**config.mk**
```make
export PLATFORM = sky130hd
export DESIGN_NAME = ifetch_ctrl
export DESIGN_NICKNAME = d
export VERILOG_FILES = /design/src/rtl/ifetch_ctrl.sv
export SDC_FILE = /design/constraint.sdc
export NUM_CORES = 1
export LEC_CHECK = 0
export ABC_AREA = 0
export CAP_MARGIN = 20
export CORE_ASPECT_RATIO = 0.5
export CORE_UTILIZATION = 46
export CTS_CLUSTER_DIAMETER = 100
export DETAILED_ROUTE_END_ITERATION = 12
export PLACE_DENSITY = 0.81
export RECOVER_POWER = 100
export SYNTH_ARGS = -nofsm -noshare
export SYNTH_HDL_FRONTEND = slang
export SYNTH_SLANG_ARGS = --single-unit
export TNS_END_PERCENT = 1
```
**constraint.sdc**
```tcl
create_clock -name clk -period 2.7 [get_ports clk]
set_input_delay 0.54 -clock clk [delete_from_list [all_inputs] [get_ports clk]]
set_output_delay 0.54 -clock clk [all_outputs]
set_load 0.02 [all_outputs]
```
**src/rtl/ifetch_ctrl.sv**
```systemverilog
// Instruction fetch controller: owns the PC, the IF/ID pipeline register and the
// BOOT/RUN/HALTED/FAULT sequencing, with redirect, flush, stall and halt control.
module ifetch_ctrl #(
  parameter logic [31:0] RESET_PC = 32'h0000_0000
) (
  input  logic        clk,
  input  logic        rst_n,
  output logic [9:0]  instruction_addr,
  input  logic [31:0] instruction,
  input  logic        stall,
  input  logic        flush,
  input  logic        redirect_valid,
  input  logic [31:0] redirect_pc,
  input  logic        halt_req,
  input  logic        resume,
  output logic        if_id_valid,
  output logic [31:0] if_id_pc,
  output logic [31:0] if_id_pc_plus4,
  output logic [31:0] if_id_instr,
  output logic [1:0]  state,
  output logic        fault,
  output logic [31:0] fault_pc,
  output logic [31:0] fetch_count
);

  localparam int unsigned XLEN = 32;
  localparam int unsigned AW   = 10;

  typedef enum logic [1:0] {
    S_BOOT   = 2'd0,
    S_RUN    = 2'd1,
    S_HALTED = 2'd2,
    S_FAULT  = 2'd3
  } state_t;

  state_t            r_state;
  logic [XLEN-1:0]   r_pc;
  logic              r_valid;
  logic [XLEN-1:0]   r_if_pc;
  logic [XLEN-1:0]   r_if_pc4;
  logic [XLEN-1:0]   r_if_instr;
  logic              r_fault;
  logic [XLEN-1:0]   r_fault_pc;
  logic [XLEN-1:0]   r_fetch_count;

  logic              w_misaligned;
  logic              w_take_fault;
  logic [XLEN-1:0]   w_pc_plus4;

  assign w_misaligned = redirect_valid && (redirect_pc[1:0] != 2'b00);
  assign w_take_fault = w_misaligned && (r_state != S_FAULT);
  assign w_pc_plus4   = r_pc + XLEN'(4);

  // A misaligned redirect outranks everything else; FAULT is sticky until reset.
  always_ff @(posedge clk or negedge rst_n) begin
    if (!rst_n) begin
      r_state       <= S_BOOT;
      r_pc          <= RESET_PC;
      r_valid       <= 1'b0;
      r_if_pc       <= '0;
      r_if_pc4      <= '0;
      r_if_instr    <= '0;
      r_fault       <= 1'b0;
      r_fault_pc    <= '0;
      r_fetch_count <= '0;
    end else if (w_take_fault) begin
      r_state    <= S_FAULT;
      r_fault    <= 1'b1;
      r_fault_pc <= redirect_pc;
      r_valid    <= 1'b0;
    end else begin
      case (r_state)
        S_BOOT: begin
          r_valid <= 1'b0;
          r_state <= S_RUN;
        end
        S_RUN: begin
          if (redirect_valid) begin
            r_pc    <= redirect_pc;
            r_valid <= 1'b0;
            if (halt_req) r_state <= S_HALTED;
          end else if (halt_req) begin
            r_valid <= 1'b0;
            r_state <= S_HALTED;
          end else if (flush) begin
            r_valid <= 1'b0;
            if (!stall) r_pc <= w_pc_plus4;
          end else if (!stall) begin
            r_valid       <= 1'b1;
            r_if_pc       <= r_pc;
            r_if_pc4      <= w_pc_plus4;
            r_if_instr    <= instruction;
            r_pc          <= w_pc_plus4;
            r_fetch_count <= r_fetch_count + XLEN'(1);
          end
        end
        S_HALTED: begin
          r_valid <= 1'b0;
          if (redirect_valid) r_pc <= redirect_pc;
          if (resume && !halt_req) r_state <= S_RUN;
        end
        S_FAULT: begin
          r_valid <= 1'b0;
        end
      endcase
    end
  end

  assign instruction_addr = r_pc[AW+1:2];
  assign if_id_valid      = r_valid;
  assign if_id_pc         = r_if_pc;
  assign if_id_pc_plus4   = r_if_pc4;
  assign if_id_instr      = r_if_instr;
  assign state            = r_state;
  assign fault            = r_fault;
  assign fault_pc         = r_fault_pc;
  assign fetch_count      = r_fetch_count;

endmodule

```
==> results of run 1 <==
==> cell usage in the layout, fill, tap and decap left out, drive strengths merged, types with 6 or more instances in the layout <==
cell and n:
inv 21, mux2 34, nor2 38, dfrtp 194, nor3 14, dlygate4sd3 175, xor2 21, o31ai 7
or3 12, clkinv 6, clkbuf 34, and4 9, a21oi 11, o211ai 13, xnor2 23, or4 19
clkdlybuf4s50 68, buf 28, o21ai 36, nand3 35, ha 6, nand4 29, nor4 22, a31oi 14
nand2 243
==> where the power goes <==
| part | internal (mW) | leakage, nW | switching, mW |
|---|---|---|---|
| clock network | 1.33 | 0.288 | 1.20 |
| registers | 4.09 | 2.41 | 0.883 |
| logic | 2.71 | 2.96 | 3.71 |
==> critical path: cells and delay by family, from the launching register on <==
family,cells,cell delay (ns)
fa+ha+maj,1,0.32
compound gates,2,0.88
flops,1,0.45
buf+inv,3,0.60
simple gates,2,0.17
==> metal layers <==
| layer | track usage [%] | share of wire [%] | vias up |
|---|---|---|---|
| met4 | 10.2 | 2.4 | 0 |
| met2 | 44.1 | 49 | 317 |
| li1 | - | - | 3736 |
| met5 | 0 | 0 | - |
| met3 | 5.37 | 6.4 | 50 |
| met1 | 33.2 | 42 | 3965 |
==> cell type report <==
type,instances,share of cell area [%]
well taps,259,2.62
flip-flops and latches,194,39.2
clock buffers,19,3.58
repair buffers,286,22.3
multi-input cells,652,30.7
inverters,15,0.455
clock inverters,13,1.14
==> registers in the layout, summed over array words and instances (netlist names) <==
name and count:
if_id_instr 32, fault_pc 32, if_id_pc_plus4 30, fetch_count 32, fault 1, r_pc 32, if_id_valid 1, if_id_pc 32
state 2
==> final timing paths <==
kind                                              from                          end  slack, ns  cells past startpoint
max                               state[0]$_DFFE_PN0P_          r_pc[8]$_DFFE_PN0P_       0.16                      8
min                                              rst_n     fault_pc[21]$_DFFE_PN0P_       0.04                      1
max reg2reg                       state[0]$_DFFE_PN0P_          r_pc[8]$_DFFE_PN0P_       0.16                      8
min reg2reg                fetch_count[31]$_DFFE_PN0P_  fetch_count[31]$_DFFE_PN0P_       0.47                      1
max in group asynchronous                        rst_n  if_id_instr[23]$_DFFE_PN0P_       0.71                      2
min in group clk           fetch_count[31]$_DFFE_PN0P_  fetch_count[31]$_DFFE_PN0P_       0.47                      1
==> kinds of logic (layout without fill, tap and decap cells) <==
logic type | count (synthesis) | count (layout)
adder cells (fa/ha/maj) | 6 | 6
multiplexers | 35 | 35
AO/OA/AOI/OAI | 123 | 123
buffers and inverters | 99 | 333
AND/OR/NAND/NOR | 444 | 444
XOR/XNOR | 44 | 44
flip-flops | 194 | 194
==> metrics by stage <==
stage	instance area [um^2]	hold WS, ns
final	12400	0.0360
after floorplan	9080	0.244
after detailed placement	11900	0.452
after global placement	11900	0.447
after CTS	12500	0.0505
after global routing	12400	0.0551
==> impl_metrics.tcl, run 1 <==
set metrics [dict create \
    antenna_found_initial 0 \
    synth-adder-area-share_pct 0.827 \
    slowest_stage "o221ai_2" \
    crit_path_end_kind "flop" \
    hold_viol_final 0 \
    place_hpwl_um 18500 \
    cap_violations 1 \
    numCtsBuffers 17 \
    area_growth_pct 36.2 \
    path_cells "inv_1 -> ha_1 -> nor3_1 -> clkbuf_1 -> o221ai_2 -> buf_4 -> nor2_1 -> a22o_1" \
    pre_cts_ws_ns -0.0402 \
    grt_pass1_vias 8084 \
    violations "capacitance limit, slew limit" \
    final_core_util_pct 65.5 \
    arrival_ns 2.86 \
    ir_drop_uv 555 \
    cts-resized-gates 0 \
    ys_seq_elements 194 \
    avgRoutedWirePerCell_um 17.8 \
    die_h_um 101 \
    setup_tns_ns 0 \
    synth_nets 1022 \
    initial_core_util_pct 48.1 \
    dp_cells 1406 \
    multi_input_area_um2 3790 \
    rows 35 \
    ys_types 55 \
    post_cts_buffers 0 \
    criticalPathCategory "reg2reg" \
    synth_cells 945 \
    clockBufferDepth 2 \
    grt_max_degree 73 \
    drt-initial-drc-count 628 \
    fin_ws_ns 0.162 \
    synthXorXnorAreaFrac_pct 4.24 \
    rsz0062_at_grt "false" \
    vias_per_cell 5.61 \
    holdBufCountCts 0 \
    worstPathRequired_ns 3.02 \
    place.gp.congestion 0.923 \
    slew_headroom_pct -12.1 \
    skew_ns 0.0134 \
    syn_area_per_cell_um2 9.61 \
    muxShareOfSynthArea_pct 4.33 \
    cp-start-kind "flop" \
    ys_seq_area_share_pct 53.5 \
    fin_crit_ns 2.54 \
    cts_max_level 4 \
    cts_root_buf "clkbuf_16" \
    netlist_top_cells_count "nand2_1 (243), dfrtp_1 (194), clkbuf_1 (52)" \
    grt_usage_pct 26.0 \
    clkTransAtPathRegs_ns 0.08 \
    finalCritPeriodShare_pct 94.0 \
    ys.flop_type "dfrtp_1" \
    finalSetupViolCount 0 \
    async_reset_ff_share_pct 100 \
    die-area_um2 20300 \
    regArea_um2 4850 \
    fin_cells 1438 \
    num-nets-final 1243 \
    total_power_mw 13.9 \
    grt_pass1_wl_um 41500 \
    synth_area_leaders "dfrtp_1 (53%), nand2_1 (10%), mux2_2 (4.2%)" \
    drive_gt1_share_pct 9.50 \
    yosys.area_share.simple_pct 23.2 \
    slew_violations 67 \
    diodes 0 \
    max_freq_mhz 394 \
    slowest_delay_ns 0.68 \
    drc 0 \
    synth_top_family_by_area "simple AND/OR/NAND/NOR gates" \
    tritoncts "built" \
    die_width_um 201 \
    status "complete, but fails checks" \
    ios 245 \
    synth_compound_area_share_pct 9.06 \
    hold_class "in2async" \
    drt-total-wl_um 25600 \
    gr-total-overflow 0 \
    power_density_nw_per_um2 1130 \
    core-area_um2 18900 \
    clock_latency_ns 0.44 \
    dr.pass1.iters 5 \
    yosysTopAreaCell "dfrtp_1" \
    cp_max_fo 18 \
    netlist.area_leader.share_pct 53.5 \
    via_count 8068 \
    worstMarginPinSlew_ns 1.68 \
    clock_sinks 194 \
    numPortBuffers 244 \
    synth_area_um2 9080 \
    antenna_left 0 \
    fill_cells 1463 \
    synth_edf_count 0 \
    yosysWarnings 0 \
    synth.most_common_cell "nand2_1" \
    leakage_nw 5.65 \
]
Power figures use the tool's default switching activity.
==> inputs of run 2 (changes only) <==
--- a/config.mk
+++ b/config.mk
@@ -16,4 +16,4 @@
 export SYNTH_ARGS = -nofsm -noshare
 export SYNTH_HDL_FRONTEND = slang
 export SYNTH_SLANG_ARGS = --single-unit
-export TNS_END_PERCENT = 1
+export TNS_END_PERCENT = 50
==> results of run 2 <==
Final layout, timing and power as in run 1 (identical DEF).
==> inputs of run 3 (changes only) <==
--- a/config.mk
+++ b/config.mk
@@ -5,13 +5,13 @@
 export SDC_FILE = /design/constraint.sdc
 export NUM_CORES = 1
 export LEC_CHECK = 0
-export ABC_AREA = 0
+export ABC_AREA = 1
 export CAP_MARGIN = 20
 export CORE_ASPECT_RATIO = 0.5
 export CORE_UTILIZATION = 46
 export CTS_CLUSTER_DIAMETER = 100
 export DETAILED_ROUTE_END_ITERATION = 12
-export PLACE_DENSITY = 0.81
+export PLACE_DENSITY = 0.8
 export RECOVER_POWER = 100
 export SYNTH_ARGS = -nofsm -noshare
 export SYNTH_HDL_FRONTEND = slang
==> impl_metrics.tcl, run 3 <==
set metrics [dict create \
    async_reset_ff_share_pct 100 \
    area_growth_pct 34.4 \
    slowest_stage "dlygate4sd3_1" \
    synth_area_um2 9310 \
    criticalPathCategory "in2reg" \
    hold_viol_final 0 \
    total_power_mw 13.4 \
    drt-initial-drc-count 598 \
    finalSetupViolCount 0 \
    worstMarginPinSlew_ns 1.68 \
    hold_slack_ns 0.473 \
    grt_max_degree 82 \
    die_width_um 203 \
    ys_seq_elements 194 \
    synth_area_leaders "dfrtp_1 (52%), nand2_1 (22%), nor2_1 (5.6%)" \
    power_switching_mw 5.58 \
    clock_sinks 194 \
    pwr-share-clk_pct 19.8 \
    top_layer "met4" \
    cpMostUsedCell "o21ai_0" \
    dp_cells 1696 \
    fin_cells 1728 \
    slew_violations 61 \
    combPwrFrac_pct 43.4 \
    cts-resized-gates 0 \
    wl_met3_um 2070 \
    post_cts_buffers 0 \
    cellInternalPower_mw 7.80 \
    antenna_left 0 \
    synth.most_common_cell "nand2_1" \
    grt_pass1_wl_um 42600 \
    yosysTopAreaCell "dfrtp_1" \
    holdBufCountCts 0 \
    hold_class "reg2reg" \
    synth_edf_count 0 \
    rows 36 \
    num-nets-final 1526 \
    avgRoutedWirePerCell_um 15.6 \
    regArea_um2 4850 \
    cp-start-kind "input pin" \
    cp_max_fo 29 \
    path_cells "dlygate4sd3_1 -> inv_1 -> nor2_2 -> nand2_1 -> nand3_1 -> buf_4 -> nor2_1 -> o21ai_0 -> o21ai_0" \
    fin_crit_ns 2.28 \
    layout_common_cells "nand2_1 (559), dfrtp_1 (194), dlygate4sd3_1 (175), nor2_1 (142), inv_1 (72)" \
    drc 0 \
    arrival_ns 2.60 \
    ys.flop_type "dfrtp_1" \
    ir_drop_uv 510 \
    switching_share_pct 41.7 \
    grt_pass1_vias 8170 \
    netlist_top_cells_count "nand2_1 (558), dfrtp_1 (194), nor2_1 (140)" \
    ys_seq_area_share_pct 52.1 \
    path_buf_inv 3 \
    tritoncts "built" \
    die_h_um 103 \
    cts_root_buf "clkbuf_16" \
    dr.pass1.iters 5 \
    crit_path_end_kind "flop" \
    slew_headroom_pct -12.1 \
    ys_types 32 \
    initial_core_util_pct 47.4 \
    skew_ns 0.0102 \
    netlist.area_leader.share_pct 52.1 \
    cap_violations 1 \
    multi_input_area_um2 3870 \
    wl_met2_um 12600 \
    place.gp.congestion 0.934 \
    numCtsBuffers 17 \
    via_count 8728 \
    final_common_cell "nand2_1" \
    antenna_found_initial 0 \
    wl_met1_um 11900 \
    violations "capacitance limit, slew limit" \
    worstPathRequired_ns 3.02 \
    place_hpwl_um 20300 \
    gr-total-overflow 0 \
    clockBufferDepth 2 \
    core-area_um2 19600 \
    crit_family "buffers and inverters" \
    numPortBuffers 244 \
    fill_cells 1689 \
    setup_tns_ns 0 \
    vias_per_cell 5.05 \
    drive_gt1_share_pct 4.24 \
    ios 245 \
    synth_cells 1223 \
    die-area_um2 20800 \
    rsz0062_at_grt "false" \
    power_density_nw_per_um2 1070 \
    p_seq_share_pct 36.8 \
    slowest_delay_ns 0.67 \
    clock_latency_ns 0.44 \
    finalCritPeriodShare_pct 84.4 \
    syn_area_per_cell_um2 7.61 \
    yosysWarnings 0 \
    grt_usage_pct 26.5 \
    drt-total-wl_um 27000 \
    max_freq_mhz 439 \
    cts_max_level 4 \
    diodes 0 \
    synth_nets 1300 \
    leakage_nw 6.32 \
    clkTransAtPathRegs_ns 0.08 \
    status "complete, but fails checks" \
]
## run 3: area by class of cell
class,count,share of cell area (%)
multi-input cells,902,30.9
clock inverters,12,1.24
repair buffers,260,20.6
flip-flops and latches,194,38.8
clock buffers,20,3.57
inverters,74,2.22
well taps,266,2.66
## run 3: logic make-up after synthesis
logic type,share of synthesized area (%)
AND/OR/NAND/NOR,33.7
AO/OA/AOI/OAI,4.84
flip-flops,52.1
adder cells (fa/ha/maj),0.806
XOR/XNOR,2.35
buffers and inverters,6.19
## run 3: worst min-delay path, stage by stage, from the launching register on
cell	delay, ns
dfrtp_1	0.34
nand2_1	0.05
nand2_1	0.05
## run 3: path summary, 6_finish.rpt
path	depth (start not counted)	startpoint	slack, ns	endpoint
setup / recovery	9	redirect_valid	0.42	r_pc[9]$_DFFE_PN0P_
hold / removal	2	if_id_pc_plus4[18]$_DFFE_PN0P_	0.47	if_id_pc_plus4[18]$_DFFE_PN0P_
setup reg to reg	6	state[1]$_DFFE_PN0P_	0.65	fetch_count[3]$_DFFE_PN0P_
hold reg to reg	2	if_id_pc_plus4[18]$_DFFE_PN0P_	0.47	if_id_pc_plus4[18]$_DFFE_PN0P_
max in group asynchronous	2	rst_n	0.75	if_id_pc_plus4[31]$_DFFE_PN0P_
min in group asynchronous	1	rst_n	0.53	if_id_instr[25]$_DFFE_PN0P_
## run 3: power by group through the flow
stage / Clock (mW) / Combinational [mW] / Sequential, mW
3_3_place_gp: 0 / 6.03 / 4.96
5_1_grt: 2.78 / 6.37 / 5.07
2_1_floorplan: 0 / 2.43 / 5.87
6_report: 2.65 / 5.81 / 4.93
3_5_place_dp: 0 / 6.19 / 4.99
4_1_cts: 2.68 / 6.22 / 4.96
## run 3: stage by stage
step | worst slack, ns | util (%) | instance area (um^2)
2_1_floorplan | 1.05 | - | 9310
6_report | 0.420 | 63.7 | 12500
4_1_cts | 0.559 | 63.9 | 12600
5_1_grt | 0.265 | 63.7 | 12500
3_5_place_dp | 0.222 | 60.8 | 11900
3_3_place_gp | 0.254 | 60.8 | 11900
## run 3: layer usage
metal,up-vias,GRT usage [%]
met5,-,0
met4,0,8.62
met3,36,5.44
met2,337,42.3
met1,4140,36.6
li1,4215,-
